[config.mk]
export PLATFORM = sky130hd
export DESIGN_NAME = spram_line_arbiter
export DESIGN_NICKNAME = d
export VERILOG_FILES = /design/src/rtl/spram_line_arbiter.sv
export SDC_FILE = /design/constraint.sdc
export NUM_CORES = 1
export LEC_CHECK = 0
export ABC_CLOCK_PERIOD_IN_PS = 3500
export BUFFER_PORTS_ARGS = -buffer_cell sky130_fd_sc_hd__buf_2
export CAP_MARGIN = 25
export CORE_MARGIN = 3
export CORE_UTILIZATION = 58
export DETAILED_ROUTE_END_ITERATION = 8
export MAX_ROUTING_LAYER = met4
export PLACE_DENSITY = 0.78
export SLEW_MARGIN = 30
export SYNTH_ARGS = -nofsm -noshare
export SYNTH_HDL_FRONTEND = slang
export SYNTH_SLANG_ARGS = --single-unit
[constraint.sdc]
create_clock -name clk -period 3.5 [get_ports clk]
set_clock_uncertainty 0.15 [all_clocks]
set_input_delay 0.175 -clock clk [delete_from_list [all_inputs] [get_ports clk]]
set_output_delay 0.175 -clock clk [all_outputs]
set_load 0.02 [all_outputs]
[src/rtl/spram_line_arbiter.sv]
// Single-port frame SPRAM owner: arbitrates queued pixel writes against display line fetches.
// Line reads always win; a starved, full write FIFO is granted one slot after STARVE_MAX reads.
module spram_line_arbiter #(
    parameter int W           = 50,
    parameter int H           = 40,
    parameter int AW          = 15,
    parameter int DW          = 12,
    parameter int WFIFO_DEPTH = 4,
    parameter int STARVE_MAX  = 8
) (
    input  logic          clk,
    input  logic          rst_n,
    input  logic          wr_valid,
    output logic          wr_ready,
    input  logic [AW-1:0] wr_addr,
    input  logic [DW-1:0] wr_data,
    output logic          wr_err,
    output logic [2:0]    fifo_level,
    input  logic          line_req,
    input  logic [7:0]    line_row,
    output logic          line_busy,
    output logic          line_done,
    output logic          line_overrun,
    output logic          pix_valid,
    output logic [7:0]    pix_idx,
    output logic [DW-1:0] pix_data,
    output logic [AW-1:0] spram_addr,
    output logic [DW-1:0] spram_wr_data,
    output logic          spram_wre,
    output logic          spram_ce,
    input  logic [DW-1:0] spram_rd_data
);

    localparam int PW = $clog2(WFIFO_DEPTH);
    localparam int LW = PW + 1;
    localparam int RW = $clog2(STARVE_MAX + 1);
    localparam logic [AW:0]   FRAME    = (AW+1)'(W * H);
    localparam logic [8:0]    ROWS     = 9'(H);
    localparam logic [AW-1:0] W_AW     = AW'(W);
    localparam logic [7:0]    COL_LAST = 8'(W - 1);

    typedef enum logic [1:0] {IDLE, FETCH, DRAIN} state_t;

    state_t          state, state_nx;
    logic [AW-1:0]   fifo_addr [WFIFO_DEPTH];
    logic [DW-1:0]   fifo_data [WFIFO_DEPTH];
    logic [PW-1:0]   wptr, rptr;
    logic [LW-1:0]   level;
    logic [AW-1:0]   base;
    logic [7:0]      col;
    logic [RW-1:0]   read_run;
    logic            rd_vld_p0;
    logic [7:0]      rd_col_p0;

    logic            full, empty, addr_ok, push, store, pop, bypass, wr_avail;
    logic            do_rd, do_wr, req_ok, req_bad, row_ok;
    logic [AW-1:0]   row_base, rd_addr, head_addr;
    logic [DW-1:0]   head_data;
    logic [7:0]      rd_col;

    assign full       = (level == LW'(WFIFO_DEPTH));
    assign empty      = (level == '0);
    assign wr_ready   = spram_ce & ~full;
    assign addr_ok    = ({1'b0, wr_addr} < FRAME);
    assign push       = wr_valid & wr_ready & addr_ok;
    assign fifo_level = 3'(level);
    assign row_ok     = ({1'b0, line_row} < ROWS);
    assign row_base   = AW'(line_row) * W_AW;
    assign pix_data   = pix_valid ? spram_rd_data : '0;

    // An empty FIFO lets an arriving write go straight to the SPRAM in the same cycle it is accepted.
    assign wr_avail  = ~empty | push;
    assign head_addr = empty ? wr_addr : fifo_addr[rptr];
    assign head_data = empty ? wr_data : fifo_data[rptr];
    assign bypass    = do_wr & empty;
    assign pop       = do_wr & ~empty;
    assign store     = push & ~bypass;

    always_comb begin
        state_nx = state;
        do_rd    = 1'b0;
        do_wr    = 1'b0;
        req_ok   = 1'b0;
        req_bad  = 1'b0;
        rd_addr  = base + AW'(col);
        rd_col   = col;
        case (state)
            IDLE: begin
                if (line_req && !line_busy && row_ok) begin
                    req_ok   = 1'b1;
                    do_rd    = 1'b1;
                    rd_addr  = row_base;
                    rd_col   = 8'd0;
                    state_nx = (W == 1) ? DRAIN : FETCH;
                end else begin
                    req_bad = line_req & ~line_busy & ~row_ok;
                    do_wr   = wr_avail;
                end
            end
            FETCH: begin
                if (full && read_run == RW'(STARVE_MAX)) begin
                    do_wr = 1'b1;
                end else begin
                    do_rd = 1'b1;
                    if (col == COL_LAST) state_nx = DRAIN;
                end
            end
            DRAIN: begin
                do_wr    = wr_avail;
                state_nx = IDLE;
            end
            default: state_nx = IDLE;
        endcase
    end

    always_ff @(posedge clk) begin
        if (store) begin
            fifo_addr[wptr] <= wr_addr;
            fifo_data[wptr] <= wr_data;
        end
    end

    always_ff @(posedge clk) begin
        if (!rst_n) begin
            state         <= IDLE;
            wptr          <= '0;
            rptr          <= '0;
            level         <= '0;
            base          <= '0;
            col           <= '0;
            read_run      <= '0;
            spram_ce      <= 1'b0;
            spram_wre     <= 1'b0;
            spram_addr    <= '0;
            spram_wr_data <= '0;
            rd_vld_p0     <= 1'b0;
            rd_col_p0     <= '0;
            pix_valid     <= 1'b0;
            pix_idx       <= '0;
            line_done     <= 1'b0;
            line_busy     <= 1'b0;
            line_overrun  <= 1'b0;
            wr_err        <= 1'b0;
        end else begin
            state    <= state_nx;
            spram_ce <= 1'b1;
            if (store) wptr <= wptr + PW'(1);
            if (pop)   rptr <= rptr + PW'(1);
            level <= level + LW'(store) - LW'(pop);

            if (req_ok) begin
                base <= row_base;
                col  <= 8'd1;
            end else if (state == FETCH && do_rd) begin
                col <= col + 8'd1;
            end

            // Starvation counter only runs while the FIFO sits full.
            if (do_wr || !full) read_run <= '0;
            else if (do_rd)     read_run <= read_run + RW'(1);

            // p0: SPRAM command register (address visible to the RAM this cycle)
            spram_wre <= do_wr;
            if (do_wr) begin
                spram_addr    <= head_addr;
                spram_wr_data <= head_data;
            end else if (do_rd) begin
                spram_addr <= rd_addr;
            end
            rd_vld_p0 <= do_rd;
            rd_col_p0 <= rd_col;

            // p1: read data returns from the RAM alongside its column tag
            pix_valid <= rd_vld_p0;
            pix_idx   <= rd_vld_p0 ? rd_col_p0 : 8'd0;
            line_done <= (rd_vld_p0 && rd_col_p0 == COL_LAST) || req_bad;

            if (req_ok)                      line_busy <= 1'b1;
            else if (line_done && pix_valid) line_busy <= 1'b0;

            line_overrun <= line_req & line_busy;
            wr_err       <= wr_valid & wr_ready & ~addr_ok;
        end
    end

    // bypass is folded into store/pop; kept as a named term for readability of the FIFO bookkeeping
    logic unused_ok;
    assign unused_ok = bypass;

endmodule
== Yosys cells after proc, flatten, opt, wreduce, memory -nomap -nowiden ==
Memory sizes are Yosys's and may differ from the RTL's. A register that Yosys moved wholly into a read port is not among the register bits.
Cells that the tools add are included.

* Bits in writable memories: 108
* Memories: 2
* Bits of input ports: 51
* Bits in read-only memories: 0
* Latch bits: 0
* Logic and storage cells: 111
* Output and inout bits: 58
* Bits in registers: 85

{| class="wikitable"
|+ Memory list
! memory !! depth !! bits a word !! rd ports !! clocked after memory_dff !! wr ports !! line !! source
|-
| fifo_addr || 4 || 15 || 1 || 1 || 1 || 45 || <nowiki>logic [AW-1:0] fifo_addr [WFIFO_DEPTH];</nowiki>
|-
| fifo_data || 4 || 12 || 1 || 1 || 1 || 46 || <nowiki>logic [DW-1:0] fifo_data [WFIFO_DEPTH];</nowiki>
|}

* Shifts and indexed selects: 0
* Multipliers: 1
* $lt $le $gt $ge: 2
* Add/sub/neg operators: 7
* Bitwise operators: 18
* Reductions and logical operators: 19
* Equality and inequality tests: 9
* Mux-type cells: 33
* Divide/modulo/power cells: 0

{| class="wikitable"
|+ Operators by type and width
! cell !! count
|-
| 15-bit 2-to-1 mux || 5
|-
| 12-bit 2-to-1 mux || 2
|-
| 8-bit by 6-bit == test with 1-bit output, second input constant || 2
|-
| 8-bit 2-to-1 mux || 2
|-
| 14-bit by 8-bit adder with 15-bit output || 1
|-
| 15-bit by 11-bit < comparator with 1-bit output, second input constant || 1
|-
| 1-bit 2-to-1 mux || 14
|-
| 2-bit 2-to-1 mux || 7
|-
| 8-bit by 5-bit multiplier with 13-bit output, second input constant || 1
|-
| 1-bit AND || 10
|-
| 8-bit by 1-bit adder with 8-bit output, second input constant || 1
|-
| 8-bit by 6-bit < comparator with 1-bit output, second input constant || 1
|-
| 1-bit NOT || 7
|-
| 1-bit logical AND || 6
|-
| 2-bit inequality test, second input constant || 3
|-
| 2-bit nonzero test || 3
|-
| 2-bit by 1-bit adder with 2-bit output, second input constant || 2
|-
| 4-bit by 1-bit adder with 4-bit output, second input constant || 1
|-
| 4-bit == test, second input constant || 1
|-
| 2-bit one-hot mux with 2 select lines || 1
|-
| 2-bit OR reduction || 2
|-
| 3-bit by 1-bit adder with 3-bit output || 1
|-
| 3-bit == test, second input constant || 1
|-
| 3-bit logical NOT || 1
|-
| 11 further kinds || 13
|}

== Longest topological paths before layout ==
* Depth after elaboration: 13
* Gate-level depth with buffers: 16
* Mapped depth without buffers: 15

== Least setup slack after synthesis ==
No wires, ideal clock.

* Path kind: flip-flop to flip-flop
* From: register line_busy
* To: register level[2] (netlist: fifo_level[2])
* Path buffers: 1
* Cell stages (with the launch flop): 15
* Library setup time: 0.115 ns
* Arrival: 2.986 ns
* Clock period less this slack: 3.251 ns
* Data required time: 3.235 ns
* Setup slack: 0.249 ns
* Cells stage by stage: dfxtp_1 or4b_4 a211o_1 and2_1 buf_6 a21oi_4 inv_1 ha_1 inv_1 ha_1 inv_1 fa_1 xnor2_1 xnor2_1 and2_1

* Cells in the longest elaborated chain, start to end: 10
* Elaborated cells between the ends (all ways): 11
* Those cells by class: add/sub: 2; mux: 2; bitwise: 4; reduce/logical: 3

{| class="wikitable"
|+ Ends and longest elaborated chain
! what !! line !! source
|-
| start, declared || 21 || <nowiki>output logic line_busy,</nowiki>
|-
| start signal, assigned || 141 || <nowiki>line_busy <= 1'b0;</nowiki>
|-
| start signal, assigned || 178 || <nowiki>if (req_ok) line_busy <= 1'b1;</nowiki>
|-
| start signal, assigned || 179 || <nowiki>else if (line_done && pix_valid) line_busy <= 1'b0;</nowiki>
|-
| 1-bit logical NOT * || 89 || <nowiki>if (line_req && !line_busy && row_ok) begin</nowiki>
|-
| 1-bit logical AND * (2 in a row) || 89 ||
|-
| 1-bit 2-to-1 mux * || 89 ||
|-
| 1-bit one-hot mux with 3 select lines * || 87 || <nowiki>case (state)</nowiki>
|-
| 1-bit AND || 75 || <nowiki>assign bypass = do_wr & empty;</nowiki>
|-
| 1-bit NOT || 77 || <nowiki>assign store = push & ~bypass;</nowiki>
|-
| 1-bit AND || 77 ||
|-
| 3-bit by 1-bit adder with 3-bit output || 149 || <nowiki>level <= level + LW'(store) - LW'(pop);</nowiki>
|-
| 3-bit by 1-bit subtractor with 3-bit output * || 149 ||
|-
| end signal, assigned || 149 ||
|-
| end, declared || 48 || <nowiki>logic [LW-1:0] level;</nowiki>
|}

Every way passes the cells marked *; elsewhere a longest branch is shown, timed or not.
A chain may end at the register's enable or synchronous reset.

== Worst setup path after layout ==
* From: input port line_row[2]
* To: register spram_addr[9]

* Cells in the longest elaborated chain, start to end: 6
* Elaborated cells between the ends (all ways): 12
* Those cells by class: mul: 1; order compare: 1; mux: 8; reduce/logical: 2

{| class="wikitable"
|+ Ends and longest elaborated chain
! what !! line !! source
|-
| start, declared || 20 || <nowiki>input logic [7:0] line_row,</nowiki>
|-
| branches (longest 6 deep; another with 8-bit by 5-bit multiplier with 13-bit output) || - ||
|-
| end signal, assigned || 165 || <nowiki>spram_addr <= head_addr;</nowiki>
|-
| end signal, assigned || 168 || <nowiki>spram_addr <= rd_addr;</nowiki>
|-
| end, declared || 27 || <nowiki>output logic [AW-1:0] spram_addr,</nowiki>
|}

Parallel ways; which one is timed is not known. The select of a mux whose other input is x is not followed.

==> flow_summary_export.csv <==
group,metric,value,unit
final_layout,n_fill_cell,967,
global_routing,grt_usage,26.82,%
final_layout,nets,955,
synthesis,synth_area,0.008866,mm²
synthesis,yosys_warnings,0,
timing,post-route-period-util,95.40,%
synthesis,synth_top_family_by_area,"compound AO/OA/AOI/OAI gates",
final_layout,area_delta_synth_final,19.22,%
clocking,cts_tree,"yes",
synthesis,synth.distinct_cells,69,
timing,maxSlewViolCount,0,
final_layout,n_antenna_cell,0,
setup_path,worstSetupPathType,"input pin to register",
hold_path,hold_path_class,"input pin to register",
timing,setup-violations-final,0,
power,power_density,622.4,mW/mm²
synthesis,synth_nets,809,
timing,relSlewSlack,43.31,%
routing,detail-route-antenna-nets,0,
synthesis,async_reset_ff_share,0,%
setup_path,endpoint_kind,"register",
synthesis,synth_adder_area_share,7.903,%
setup_path,path_max_fanout,5,
synthesis,yosysMostFrequentCell,"edfxtp_1",
final_layout,multi_input_area,0.003647,mm²
routing,via_count,6315,
synthesis,synth_common_cells,"edfxtp_1, dfxtp_1, ha_1, nand2_1, nor2_1",
synthesis,synth_top_area_cell,"edfxtp_1",
clocking,clockRootBuffer,"clkbuf_16",
synthesis,ys_top_cells_by_area,"edfxtp_1, dfxtp_1, mux4_2, ha_1, a21oi_1",
routing,drt_iter0_drc,630,
synthesis,synth_seq_area_share,56.22,%
place,port_buffers,108,
power,p_leak,0.004183,µW
clocking,clk_pin_slew,0.07,ns
clocking,clock-sinks,195,
final_layout,drive_gt1_share,23.96,%
power,ir_worst_vdd,0.5183,mV
clocking,h-tree-depth,4,
place,hpwlAfterDp,14570,µm
timing,tightestPinTransition,0.8479,ns
synthesis,syn-mean-instance-area,12.58,µm²
clocking,clock_latency,0.44,ns
timing,finalHoldViolCount,0,
synthesis,synth-simple-area-share,11.21,%
routing,avgRoutedWirePerCell,20.37,µm
final_layout,regArea,0.004986,mm²
global_routing,grt_antenna_before_repair,0,
routing,routed_wirelength,21350,µm
synthesis,yosys_most_used_dff,"edfxtp_1",
floorplan,core,0.01475,mm²
floorplan,boundaryPins,109,
timing,fmax,299.5,MHz
timing,fin_setup_tns,0,ns
floorplan,start_util,60.09,%
run_status,status,"finished clean",
synthesis,synth_xor_area_share,2.371,%
synthesis,syn-instance-count,705,
timing,holdWs,0.03671,ns
floorplan,die_h,129.6,µm
global_routing,gr-total-overflow,0,
routing,drcViolationCount,0,
setup_path,required,3.72,ns
synthesis,synth-seq-cells,195,
routing,vias_per_cell,6.026,
setup_path,startpoint_type,"input pin",
global_routing,grt_max_degree,39,
clocking,cts_made_buffers,17,
global_routing,grt_pass1_wl,33260,µm
routing,firstDrtPassIters,5,
synthesis,muxShareOfSynthArea,7.197,%
floorplan,num_rows,44,
setup_path,critPathArrivalTime,3.56,ns
synthesis,synth_top_area_share,36.58,%
synthesis,synth_compound_area_share,12.31,%
floorplan,die-width,129.6,µm
synthesis,synth_edf_count,108,
global_routing,grt_pass1_vias,6216,
clocking,clockBufferDepth,2,
timing,period_minus_slack,3.339,ns
floorplan,die_area,0.01681,mm²
place,gp_congestion,0.9113,
flow_run,max_cap_violations,0,
[worst paths after layout]
kind | startpoint | endpoint | slack, ns | depth (start not counted)
worst max-delay path | line_row[2] | spram_addr[9]$_SDFFE_PN0P_ | 0.16 | 12
worst min register to register | spram_wr_data[7]$_SDFFE_PN0N_ | spram_wr_data[7]$_SDFFE_PN0N_ | 0.31 | 1
worst max register to register | fifo_level[1]$_SDFF_PN0_ | fifo_level[2]$_SDFF_PN0_ | 0.20 | 13
worst min-delay path | rst_n | line_busy$_SDFFE_PN0P_ | 0.04 | 2
[cells by family after synthesis]
logic type      after synthesis
compound gates              155
xor+xnor                     24
fa+ha+maj                    53
buf+inv                      58
flops                       195
mux                          30
simple gates                190
[critical path, stage by stage]
cell and delay [ns]:
dlygate4sd3_1 0.53, buf_2 0.15, ha_1 0.29, ha_1 0.31
fa_1 0.46, ha_1 0.36, nor2b_1 0.19, o31a_1 0.29
a21oi_1 0.24, o22ai_1 0.11, or3_1 0.32, o2bb2ai_1 0.14
[sequential cells by signal, summed over array words and instances, names as in the netlist, named ones only]
signal	count
fifo_addr	60
line_overrun	1
pix_idx	8
state	2
read_run	4
line_done	1
rd_col_p0	8
wr_err	1
fifo_data	48
rd_vld_p0	1
spram_wre	1
pix_valid	1
line_busy	1
spram_wr_data	12
rptr	2
spram_ce	1
base	13
wptr	2
fifo_level	3
col	8
spram_addr	15
[power breakdown]
part	switching, µW	internal [µW]	total (µW)
clock network	954	1030	1990
logic	1080	746	1820
registers	172	2600	2770
[layer usage]
metal  GRT usage, %  wire, µm  vias up
li1               -         -     2953
met2          43.68     10700      247
met3          4.946      1316       34
met1          33.81      8899     3081
met4          9.780       431        0
met5              -         0        -
[per-stage QoR]
stage          std cells  util (%)  setup WS (ns)  area [µm²]  power [µW]
6_report            1048     71.64         0.1610       10570        6578
5_1_grt             1048     71.64     -0.0004650       10570        6868
4_1_cts             1048     71.55         0.1258       10560        6600
3_5_place_dp         985     65.30         0.1852        9634        4589
3_3_place_gp         985     65.30         0.3133        9634        4541
2_1_floorplan        705         -         0.2489        8866        4026
[area by class of cell]
| type | count | share of cell area (%) |
|---|---|---|
| Multi-Input combinational cell | 452 | 34.51 |
| Timing Repair Buffer | 158 | 9.399 |
| Clock buffer | 17 | 4.025 |
| Inverter | 27 | 0.9588 |
| Sequential cell | 195 | 47.17 |
| Clock inverter | 15 | 1.764 |
| Tap cell | 184 | 2.178 |
[placed cells by master (no fill, tap or decap), types with 7 or more instances in the layout]
master | synthesis | layout
edfxtp_1 | 108 | 108
buf_2 | 9 | 108
dfxtp_1 | 87 | 86
ha_1 | 48 | 48
nor2_1 | 40 | 40
nand2_1 | 40 | 40
a21oi_1 | 35 | 35
dlygate4sd3_1 | 0 | 31
mux4_2 | 27 | 27
and2_1 | 27 | 27
inv_1 | 26 | 26
o21ai_0 | 25 | 25
and3_1 | 21 | 21
buf_4 | 1 | 19
clkbuf_16 | 0 | 17
o2bb2ai_1 | 13 | 13
xor2_1 | 12 | 12
xnor2_1 | 12 | 12
a22oi_1 | 12 | 12
nand3_1 | 11 | 11
nor3_1 | 8 | 8
o211ai_1 | 8 | 8
nor2b_1 | 7 | 7
[what timing repair did]
item / 4_1_cts / 5_1_grt
gates resized for setup: 0 / 2
endpoints found under the setup margin: 0 / 3
setup buffers: 0 / 0
hold endpoints to repair: 126 / 0
hold buffers: 31 / 0
Note: power is estimated with default switching activity, not from simulation.
